[src/rtl/uart_pkg.sv]
// Shared UART definitions: receiver state encoding, frame geometry and the
// idle line level. Used by both the RX and TX halves of the serial link.
package uart_pkg;

    typedef enum logic [2:0] {
        IDLE,
        START,
        DATA,
        PARITY,
        STOP
    } rx_state_t;

    localparam int   FRAME_DATA_BITS = 8;
    localparam int   PAYLOAD_W       = 9;
    localparam logic LINE_IDLE       = 1'b1;

    // True when the received parity bit disagrees with the configured sense
    // (odd = 0 expects an even count of ones over data plus parity bit).
    function automatic logic parity_error(
        input logic [FRAME_DATA_BITS-1:0] data,
        input logic                       pbit,
        input logic                       odd
    );
        return (^data ^ pbit) != odd;
    endfunction

endpackage

[src/rtl/uart_sync_edge.sv]
// Rx metastability synchroniser and divClk rising-edge detector. The tick
// output is a registered one-Clk pulse per divClk rising edge.
module uart_sync_edge
    import uart_pkg::*;
#(
    parameter int SYNC_STAGES = 2
) (
    input  logic clk_i,
    input  logic rst_i,
    input  logic div_clk_i,
    input  logic rx_i,
    output logic rx_s_o,
    output logic tick_o
);

    logic [SYNC_STAGES-1:0] sync_q;
    logic                   div_q;
    logic                   tick_q;

    // Synchroniser chain resets to the idle level so a reset never looks like a start bit.
    always_ff @(posedge clk_i) begin
        // NOTE: every clocked register uses non-blocking assignment so all
        // flops sample their inputs from the same edge.
        if (rst_i) begin
            sync_q <= {SYNC_STAGES{LINE_IDLE}};
        end else begin
            sync_q <= {sync_q[SYNC_STAGES-2:0], rx_i};
        end
    end

    // Rising-edge detect on the oversample strobe, registered into tick.
    always_ff @(posedge clk_i) begin
        if (rst_i) begin
            div_q  <= 1'b0;
            tick_q <= 1'b0;
        end else begin
            div_q  <= div_clk_i;
            tick_q <= div_clk_i & ~div_q;
        end
    end

    assign rx_s_o = sync_q[SYNC_STAGES-1];
    assign tick_o = tick_q;

endmodule

[src/rtl/uart_rx_sipo.sv]
// UART receiver: start, 8 data bits LSB first, parity, stop. Samples each bit
// at its centre using the oversample tick and publishes the 9-bit payload
// {parity, data} with parity/framing flags on a one-Clk Valid pulse.
module uart_rx_sipo
    import uart_pkg::*;
#(
    parameter int OVERSAMPLE  = 16,
    parameter bit PARITY_ODD  = 1'b0,
    parameter int SYNC_STAGES = 2
) (
    input  logic                 Clk,
    input  logic                 Rst,
    input  logic                 divClk,
    input  logic                 Rx,
    output logic [PAYLOAD_W-1:0] Dout,
    output logic                 Valid,
    output logic                 ParityErr,
    output logic                 FrameErr,
    output logic                 Busy
);

    localparam int             CW        = $clog2(OVERSAMPLE);
    localparam logic [CW-1:0]  HALF_LAST = CW'(OVERSAMPLE / 2 - 1);
    localparam logic [CW-1:0]  BIT_LAST  = CW'(OVERSAMPLE - 1);
    localparam logic [2:0]     LAST_BIT  = 3'(FRAME_DATA_BITS - 1);

    logic rx_s;
    logic tick;

    uart_sync_edge #(
        .SYNC_STAGES (SYNC_STAGES)
    ) u_sync_edge (
        .clk_i     (Clk),
        .rst_i     (Rst),
        .div_clk_i (divClk),
        .rx_i      (Rx),
        .rx_s_o    (rx_s),
        .tick_o    (tick)
    );

    rx_state_t                  state_q, state_d;
    logic [CW-1:0]              cnt_q, cnt_d;
    logic [2:0]                 bit_idx_q, bit_idx_d;
    logic [FRAME_DATA_BITS-1:0] shift_q, shift_d;
    logic                       pbit_q, pbit_d;
    // Cleared by a low stop bit; the line must read idle on a tick before a
    // new start is accepted, so a held break cannot retrigger the receiver.
    logic                       armed_q, armed_d;
    logic [PAYLOAD_W-1:0]       dout_q, dout_d;
    logic                       valid_q, valid_d;
    logic                       perr_q, perr_d;
    logic                       ferr_q, ferr_d;

    // Frame sequencing: next state, bit counters, shift register and results.
    always_comb begin
        // NOTE: every variable gets a default first, so no path leaves one
        // unassigned and no latch is inferred.
        state_d   = state_q;
        cnt_d     = cnt_q;
        bit_idx_d = bit_idx_q;
        shift_d   = shift_q;
        pbit_d    = pbit_q;
        armed_d   = armed_q;
        dout_d    = dout_q;
        valid_d   = 1'b0;
        perr_d    = perr_q;
        ferr_d    = ferr_q;

        unique case (state_q)
            IDLE: begin
                if (tick && rx_s == LINE_IDLE) begin
                    armed_d = 1'b1;
                end
                if (rx_s != LINE_IDLE && armed_q) begin
                    state_d = START;
                    cnt_d   = '0;
                end
            end
            START: begin
                if (tick) begin
                    if (cnt_q == HALF_LAST) begin
                        cnt_d = '0;
                        if (rx_s != LINE_IDLE) begin
                            state_d   = DATA;
                            bit_idx_d = '0;
                        end else begin
                            state_d = IDLE;
                        end
                    end else begin
                        cnt_d = cnt_q + 1'b1;
                    end
                end
            end
            DATA: begin
                if (tick) begin
                    if (cnt_q == BIT_LAST) begin
                        cnt_d            = '0;
                        shift_d[bit_idx_q] = rx_s;
                        if (bit_idx_q == LAST_BIT) begin
                            state_d = PARITY;
                        end else begin
                            bit_idx_d = bit_idx_q + 1'b1;
                        end
                    end else begin
                        cnt_d = cnt_q + 1'b1;
                    end
                end
            end
            PARITY: begin
                if (tick) begin
                    if (cnt_q == BIT_LAST) begin
                        cnt_d   = '0;
                        pbit_d  = rx_s;
                        state_d = STOP;
                    end else begin
                        cnt_d = cnt_q + 1'b1;
                    end
                end
            end
            STOP: begin
                if (tick) begin
                    if (cnt_q == BIT_LAST) begin
                        cnt_d   = '0;
                        dout_d  = {pbit_q, shift_q};
                        perr_d  = parity_error(shift_q, pbit_q, PARITY_ODD);
                        ferr_d  = ~rx_s;
                        valid_d = 1'b1;
                        armed_d = rx_s;
                        state_d = IDLE;
                    end else begin
                        cnt_d = cnt_q + 1'b1;
                    end
                end
            end
            default: begin
                state_d = IDLE;
                cnt_d   = '0;
            end
        endcase
    end

    // State and output registers; reset discards any partial frame.
    always_ff @(posedge Clk) begin
        if (Rst) begin
            state_q   <= IDLE;
            cnt_q     <= '0;
            bit_idx_q <= '0;
            shift_q   <= '0;
            pbit_q    <= 1'b0;
            armed_q   <= 1'b1;
            dout_q    <= '0;
            valid_q   <= 1'b0;
            perr_q    <= 1'b0;
            ferr_q    <= 1'b0;
        end else begin
            state_q   <= state_d;
            cnt_q     <= cnt_d;
            bit_idx_q <= bit_idx_d;
            shift_q   <= shift_d;
            pbit_q    <= pbit_d;
            armed_q   <= armed_d;
            dout_q    <= dout_d;
            valid_q   <= valid_d;
            perr_q    <= perr_d;
            ferr_q    <= ferr_d;
        end
    end

    assign Dout      = dout_q;
    assign Valid     = valid_q;
    assign ParityErr = perr_q;
    assign FrameErr  = ferr_q;
    assign Busy      = (state_q != IDLE);

endmodule
[config.mk]
export PLATFORM = sky130hd
export DESIGN_NAME = uart_rx_sipo
export DESIGN_NICKNAME = d
export VERILOG_FILES = /design/src/rtl/uart_pkg.sv /design/src/rtl/uart_sync_edge.sv /design/src/rtl/uart_rx_sipo.sv
export SDC_FILE = /design/constraint.sdc
export NUM_CORES = 1
export LEC_CHECK = 0
export CAP_MARGIN = 20
export CORE_MARGIN = 2
export CORE_UTILIZATION = 25
export DETAILED_ROUTE_END_ITERATION = 10
export SLEW_MARGIN = 20
export SYNTH_ARGS = -nofsm -noshare
export SYNTH_HDL_FRONTEND = slang
export SYNTH_SLANG_ARGS = --single-unit
[constraint.sdc]
create_clock -name Clk -period 2.4 [get_ports Clk]
set_input_delay 0.36 -clock Clk [delete_from_list [all_inputs] [get_ports Clk]]
set_output_delay 0.36 -clock Clk [all_outputs]
set_load 0.1 [all_outputs]
==> run_results.csv, run 1 <==
group,metric,value,unit
setup_path,critical-path-top-delay-family,"flip-flops",
synth,yosysSeqAreaShare,41.7,%
clocking,post_cts_buffers,0,
floorplanning,ios,17,
final_layout,drive_gt1_share,12.4,%
synth,synth-async-reset-ratio,0,%
global_route,antenna_found_initial,0,
hold_path,hp-start,"u_sync_edge.div_q",
synth,synth_edf_count,0,
global_route,grt_pass1_wl,6400,microns
setup_path,crit_type,"reg2reg",
drt,drt_iter0_drc,62,
place,port_buffers,16,
clocking,cts_hold_buf,0,
timing,finalSetupTns,0,ns
setup_path,slowest_delay,0.67,ns
timing,finalSetupViolCount,0,
drt,vias,1392,
synth,postSynthAreaPerCell,8.82,sq um
synth,synth-main-ff-cell,"dfxtp_1",
hold_path,holdPathStages,1,
timing,finalCritPeriodShare,81.7,%
setup_path,crit_arrival,2.14,ns
timing,relSlewSlack,62.5,%
drt,dr.pass1.iters,4,
synth,syn_area,1730,sq um
setup_path,critPathMaxFanout,18,
floorplanning,dieArea,7600,sq um
setup_path,cp-end-kind,"flip-flop",
timing,finalMaxSlewViolations,0,
setup_path,rr_endpoint,"state_q[1]",
global_route,grt_max_degree,21,
hold_path,hold_end,"u_sync_edge.tick_o",
power_and_ir_drop,p_leak,0.762,nW
place,gp_congestion,0.752,
setup_path,ff2ff_path_depth,4,
final_layout,syn_to_final_growth,16.1,%
place,place_inst,282,
setup_path,worst-path-buf-inv,0,
clocking,clk_pin_slew,0.07,ns
setup_path,worst_path_max_delay_cell,"dfxtp_1",
synth,synth-warning-count,0,
drt,wire_per_inst,12.3,microns
clocking,cts_tree,"yes",
timing,finClkSkew,0.00535,ns
floorplanning,die_width,87.2,microns
clocking,numCtsBuffers,5,
setup_path,worstPathCellList,"or4b_1 -> o31a_1 -> o211a_2 -> mux2_1",
clocking,numClockSinks,36,
drt,drtAntennaViolNets,0,
timing,finalHoldViolCount,0,
synth,syn_nets,203,
drt,vias_per_cell,4.80,
clocking,htreeDepth,2,
clocking,cts_buffer_depth,2,
synth,ys_seq_elements,36,
hold_path,hold_class,"reg2reg",
setup_path,cp.required,2.58,ns
timing,max_freq,0.510,GHz
drt,wl,3560,microns
final_layout,fillCellCount,734,
global_route,grt_overflow,0,
synth,yosysUniqueCellTypes,49,
final_layout,final_common_cell,"dfxtp_1",
setup_path,cp-start-kind,"flip-flop",
status,status,"completed",
final_layout,n_antenna_cell,0,
setup_path,r2r_start,"state_q[2]",
timing,worstMarginPinSlew,0.558,ns
floorplanning,rows,30,
drt,drcViolationCount,0,
floorplanning,initial_core_util,25.6,%
final_layout,layout.nets,216,
final_layout,final_cells,290,
floorplanning,core,6760,sq um
power_and_ir_drop,irDropWorstVdd,0.000294,V
synth,synth_cells,196,
timing,rsz0062_at_grt,"false",
setup_path,reg2reg_slack,0.44,ns
final_layout,final_cell_mix,"dfxtp_1 (36), nand2_1 (25), a21oi_1 (16), buf_4 (16), nor2_1 (14)",
place,dp_hpwl,2490,microns
timing,min_period,1.96,ns
job,cap_violations,0,
clocking,clk-insertion-delay-late,0.29,ns
power_and_ir_drop,pwr_density_cell,549,nW/um^2
global_route,first_global_vias,1316,
floorplanning,die_h,87.2,microns
clocking,clock-root-buffer,"clkbuf_8",
clocking,cts_resized,0,
global_route,track_usage,10.8,%
synthesized netlist by cell type (3+ instances only):
cell | instances | area share [%]
nand4_1 | 11 | 4.0
buf_2 | 6 | 1.7
nand2_1 | 25 | 5.4
nor2b_1 | 7 | 2.5
nor2_1 | 14 | 3.0
nand3_1 | 4 | 1.2
dfxtp_1 | 36 | 42
or3b_1 | 3 | 1.5
clkbuf_1 | 7 | 1.5
ha_1 | 3 | 2.2
mux2i_1 | 9 | 5.2
xnor2_1 | 3 | 1.5
o21ai_0 | 4 | 1.2
a21oi_1 | 16 | 4.6
kinds of logic (layout without fill, tap and decap cells):
logic type | count (synthesis) | after routing | share of synthesized area, %
AND/OR/NAND/NOR | 89 | 89 | 28.8
flip-flops | 36 | 36 | 41.7
AO/OA/AOI/OAI | 37 | 37 | 13.5
XOR/XNOR | 6 | 6 | 3.84
multiplexers | 11 | 11 | 6.51
adder cells (fa/ha/maj) | 3 | 3 | 2.17
buffers and inverters | 14 | 28 | 3.47
metrics by stage:
stage / power, mW / hold slack, ns / cell area [sq um] / util (%) / setup slack (ns)
2_1_floorplan: 0.668 / 0.367 / 1730 / - / 0.487
3_3_place_gp: 0.686 / 0.371 / 1920 / 28.5 / 0.486
3_5_place_dp: 0.686 / 0.372 / 1920 / 28.5 / 0.450
4_1_cts: 1.12 / 0.382 / 2010 / 29.7 / 0.444
5_1_grt: 1.15 / 0.396 / 2010 / 29.7 / 0.226
6_report: 1.10 / 0.382 / 2010 / 29.7 / 0.438
routing by layer:
layer  share of wire, %  track usage [%]
met2                 43             15.1
met1                 54             15.7
met4                1.2             5.45
met3                2.2             2.27
met5                  0                0
state kept, by name, summed over array words and instances, names as in the netlist, 2 cells and up:
| name | cells |
|---|---|
| bit_idx_q | 3 |
| state_q | 3 |
| cnt_q | 4 |
| u_sync_edge.sync_q | 2 |
| Dout | 9 |
| shift_q | 8 |
layout make-up:
type,instances,area [sq um],share of cell area (%)
multi-input cells,146,948,47.2
flip-flops and latches,36,721,35.9
repair buffers,19,150,7.48
well taps,80,100,4.98
clock buffers,7,76.3,3.80
clock inverters,1,8.76,0.436
inverters,1,3.75,0.187
report_power, final:
part	internal (mW)	total, mW	leakage [nW]	switching (mW)
logic	0.0228	0.0593	0.428	0.0365
registers	0.602	0.613	0.291	0.0109
clock network	0.207	0.429	0.0424	0.222
total	0.832	1.10	0.762	0.269
how the worst max path moves through the flow:
stage                    start          to  cells past startpoint  slack (ns)
floorplan           state_q[1]    cnt_q[3]                      5        0.49
global placement    state_q[2]  state_q[0]                      4        0.49
detailed placement  state_q[2]  state_q[1]                      4        0.45
CTS                 state_q[2]  state_q[1]                      4        0.44
global route          cnt_q[0]   ParityErr                      5        0.23
finish              state_q[2]  state_q[1]                      4        0.44
Power figures use the tool's default switching activity.
==> run 2, diff against run 1 <==
Clock period 2.4 ns to 1.9 ns, I/O delays scaled along.
==> run_results.csv, run 2 (same netlist as run 1, synthesis figures left out) <==
group,metric,value,unit
timing,finalMaxSlewViolations,0,
final_layout,final_core_utilization,31.5,%
setup_path,cp-start-kind,"flip-flop",
drt,wl,3650,microns
drt,dr.pass1.iters,4,
timing,worstMarginPinSlew,0.528,ns
place,port_buffers,16,
floorplanning,rows,30,
global_route,track_usage,10.0,%
timing,finalSetupTns,0,ns
drt,vias_per_cell,4.92,
floorplanning,dieArea,7600,sq um
clocking,cts_tree,"yes",
final_layout,largest_reg_flops,9,
floorplanning,die_h,87.2,microns
drt,vias,1477,
clocking,clk_pin_slew,0.08,ns
final_layout,final_cell_mix,"dfxtp_1 (32), nand2_1 (25), buf_4 (25)",
clocking,cts_hold_buf,0,
place,gp_congestion,0.794,
hold_path,hold_class,"reg2reg",
setup_path,cp.required,1.62,ns
floorplanning,die_width,87.2,microns
timing,finalCritPeriodShare,97.3,%
timing,max_freq,0.541,GHz
setup_path,crit_type,"reg2out",
power_and_ir_drop,p_leak,0.830,nW
clocking,clock-root-buffer,"clkbuf_8",
clocking,numCtsBuffers,5,
setup_path,cp-end-kind,"output pin",
clocking,clk-insertion-delay-late,0.29,ns
final_layout,final_common_cell,"dfxtp_1",
drt,drcViolationCount,0,
timing,finalHoldViolCount,0,
power_and_ir_drop,clock_power_share,40.3,%
power_and_ir_drop,power,1.45,mW
status,status,"completed",
job,cap_violations,0,
timing,whs,0.389,ns
global_route,grt_overflow,0,
floorplanning,core,6760,sq um
place,dp_hpwl,2580,microns
global_route,grt_pass1_wl,6090,microns
place,preCtsSetupSlack,0.0546,ns
global_route,grt_max_degree,23,
timing,finalSetupViolCount,0,
timing,relSlewSlack,64.5,%
floorplanning,initial_core_util,25.6,%
power_and_ir_drop,pwr-share-seq,53.2,%
setup_path,crit_arrival,1.56,ns
power_and_ir_drop,p_sw,0.352,mW
final_layout,layout.nets,226,
timing,worst_slack,0.0512,ns
final_layout,multiInputGateArea,963,sq um
global_route,first_global_vias,1368,
clocking,htreeDepth,2,
setup_path,critPathMaxFanout,9,
final_layout,n_antenna_cell,0,
final_layout,regArea,726,sq um
power_and_ir_drop,pwr_density_cell,681,nW/um^2
timing,min_period,1.85,ns
power_and_ir_drop,pwr-share-comb,6.5,%
timing,finClkSkew,0.0120,ns
floorplanning,ios,17,
clocking,cts_buffer_depth,2,
drt,drt_iter0_drc,57,
drt,wire_per_inst,12.2,microns
final_layout,fillCellCount,715,
drt,drtAntennaViolNets,0,
power_and_ir_drop,internal_power,1.10,mW
clocking,numClockSinks,36,
power_and_ir_drop,switching_share,24.3,%
final_layout,syn_to_final_growth,23.0,%
global_route,antenna_found_initial,0,
power_and_ir_drop,irDropWorstVdd,0.000570,V
final_layout,drive_gt1_share,20.9,%
## run 2: per-stage QoR
stage          area, sq um  cells
3_5_place_dp          2000    291
6_report              2130    300
5_1_grt               2130    300
2_1_floorplan         1730    196
4_1_cts               2100    299
3_3_place_gp          2000    291
## run 2: final timing paths
| check | startpoint | end | slack, ns | cells after the start |
|---|---|---|---|---|
| worst max-delay path | state_q[2] | Busy | 0.05 | 3 |
| worst min-delay path | u_sync_edge.div_q | u_sync_edge.tick_o | 0.39 | 1 |
| worst max register to register | bit_idx_q[0] | bit_idx_q[0] | 0.10 | 6 |
| worst min register to register | u_sync_edge.div_q | u_sync_edge.tick_o | 0.39 | 1 |
## run 2: repair_timing
action | CTS | global route
buffers inserted | 0 | 1
resized for setup | 2 | 5
endpoints found under the setup margin | 1 | 5
pin swaps | 0 | 1
## run 2: metal layers
metal | global-route usage [%] | vias to the layer above | part of all wire [%]
met3 | 2.65 | 2 | 3.8
li1 | - | 753 | -
met1 | 12.9 | 691 | 50
met2 | 16.3 | 31 | 45
met5 | 0 | - | 0
met4 | 3.36 | 0 | 1.1
## run 2: critical path, cell delays in order, from the launching register on
cell and delay [ns]:
dfxtp_2 0.37, buf_4 0.17, or3_2 0.54, buf_12 0.20
## run 2: area by class of cell
cell class | count | area share, %
tap | 80 | 4.71
clock inverter | 2 | 0.647
sequential | 36 | 34.1
multi-input combinational | 146 | 45.3
inverter | 1 | 0.176
clock buffer | 6 | 3.88
timing repair buffer | 29 | 11.2
## run 2: power by group through the flow
stage | Combinational, mW | Sequential, mW | Clock, mW
after global routing | 0.101 | 0.772 | 0.623
after CTS | 0.0911 | 0.769 | 0.594
after detailed placement | 0.0913 | 0.787 | 0
final | 0.0942 | 0.770 | 0.584
after floorplan | 0.0615 | 0.783 | 0
after global placement | 0.0894 | 0.786 | 0
==> RTL edit: new RTL, settings of run 1 <==
One comparison of `cnt_q` changes from == to >=.
--- a/src/rtl/uart_rx_sipo.sv
+++ b/src/rtl/uart_rx_sipo.sv
@@ -79,5 +79,5 @@
             START: begin
                 if (tick) begin
-                    if (cnt_q == HALF_LAST) begin
+                    if (cnt_q >= HALF_LAST) begin
                         cnt_d = '0;
                         if (rx_s != LINE_IDLE) begin
Formal check against the unedited RTL: no difference found for any inputs over 10 cycles, from zero or initial values and one cycle with Rst high; that may be too few to reach the edited logic, so the function may still have changed.
==> RTL edit against run 1 <==
Area after synthesis shrank 2.0%; global-route usage down 1.1 points; sequential cell count unchanged; wire length decreased by 2.7%; worst setup slack better by 0.017 ns; final area decreased by 0.69%; first-iteration DRC count rose by 110%; critical path type unchanged; critical endpoint is now cnt_q[3]; highest routed layer unchanged.
Power is not compared: it rests on default switching activity, and its combinational part moved more than twofold at a synthesized area within 25%.
==> RTL edit: results (changes against run 1) <==
| Metric | Value |
|---|---|
| Status | `complete, no violations (unchanged)` |
| Hold_ws | `0.3852 ns (was 0.3819 ns)` |
| Ranking of synthesized cells by area | `dfxtp_1 (43%), mux2i_1 (7.1%), nand2_1 (6.6%), a21oi_1 (6.2%), nor2_1 (4.9%) (was dfxtp_1 (42%), nand2_1 (5.4%), mux2i_1 (5.2%), a21oi_1 (4.6%), nand4_1 (4.0%))` |
| Hold path endpoint | `u_sync_edge.tick_o (unchanged)` |
| Metal3 WL | `141 um (was 78 um)` |
| Met3 usage | `2.381% (was 2.275%)` |
| Post-synth top cells | `dfxtp_1 (36), nand2_1 (30), nor2_1 (22) (was dfxtp_1 (36), nand2_1 (25), a21oi_1 (16))` |
| ANT cells | `0 (unchanged)` |
| WL final | `3.463 mm (was 3.560 mm)` |
| Met2 wire len | `1.608 mm (was 1.523 mm)` |
| Synthesized-area fraction occupied by adder cells | `2.216% (was 2.171%)` |
| Critical path arrival | `2.16 ns (was 2.14 ns)` |
| Via Count | `1368 (was 1392)` |
| Area of the multi-input gates | `904.6 um^2 (was 948.4 um^2)` |
| Yosys warnings | `0 (unchanged)` |
| Max incr delay on CP | `0.60 ns (was 0.67 ns)` |
| Hpwl dp | `2.396 mm (was 2.487 mm)` |
| Worst Skew | `0.01050 ns (was 0.005352 ns)` |
| Post-Place Cell Area | `0.001883 mm^2 (was 0.001923 mm^2)` |
| Critical Path Source | `state_q[0] (was state_q[2])` |
| Compound-Gate Fraction of Synth Area | `12.33% (was 13.53%)` |
| Sequential-to-total area share from yosys stat | `42.54% (was 41.68%)` |
| Post-Synth XOR/XNOR Area | `4.431% (was 3.835%)` |
| Met1 WL | `1.622 mm (was 1.915 mm)` |
| Iter 0 DRT Violations | `132 (was 62)` |
| GR Util met2 | `14.69% (was 15.06%)` |
| CP Capture Point | `cnt_q[3] (was state_q[1])` |
| Mux cell area share after synthesis | `7.090% (was 6.512%)` |
| Global-route wire length before repair | `5.761 mm (was 6.403 mm)` |
| Max transition margin | `58.20% (was 62.49%)` |
| Final #Nets | `218 (was 216)` |
| Netlist cell types | `42 (was 49)` |
| Layout cells sized above 1 | `14.15% (was 12.38%)` |
| R2R depth | `5 (was 4)` |
| Syn nets | `204 (was 203)` |
| Vias in the first global route | `1234 (was 1316)` |
| GR Util All Layers | `9.686% (was 10.83%)` |
| Fillers | `720 (was 734)` |
[RTL edit: power by group through the flow]
stage	clock network [mW]	registers, mW	logic, mW
after floorplan	0	0.628	0.151
after global placement	0	0.645	0.160
after detailed placement	0	0.646	0.163
after CTS	0.551	0.632	0.164
after global routing	0.571	0.636	0.176
final	0.534	0.632	0.162
[RTL edit: cell type report]
cell class | count | share of cell area (%)
Multi-Input combinational cell | 147 | 45.36
Sequential cell | 36 | 36.14
Timing Repair Buffer | 19 | 7.528
Tap cell | 80 | 5.019
Clock buffer | 5 | 3.450
Clock inverter | 3 | 2.133
Inverter | 2 | 0.3764
[RTL edit: worst max-delay path: cells and delay by family (launching register included)]
kind | cells | cell delay, ns
DFF | 1 | 0.60
and+or+nand+nor | 2 | 0.76
AOI/OAI and AO/OA | 3 | 0.50
[RTL edit: stage by stage]
stage	setup WS [ns]	instances
2_1_floorplan	0.7766	197
3_3_place_gp	0.5110	284
3_5_place_dp	0.4698	284
4_1_cts	0.4445	292
5_1_grt	0.2937	292
6_report	0.4551	292
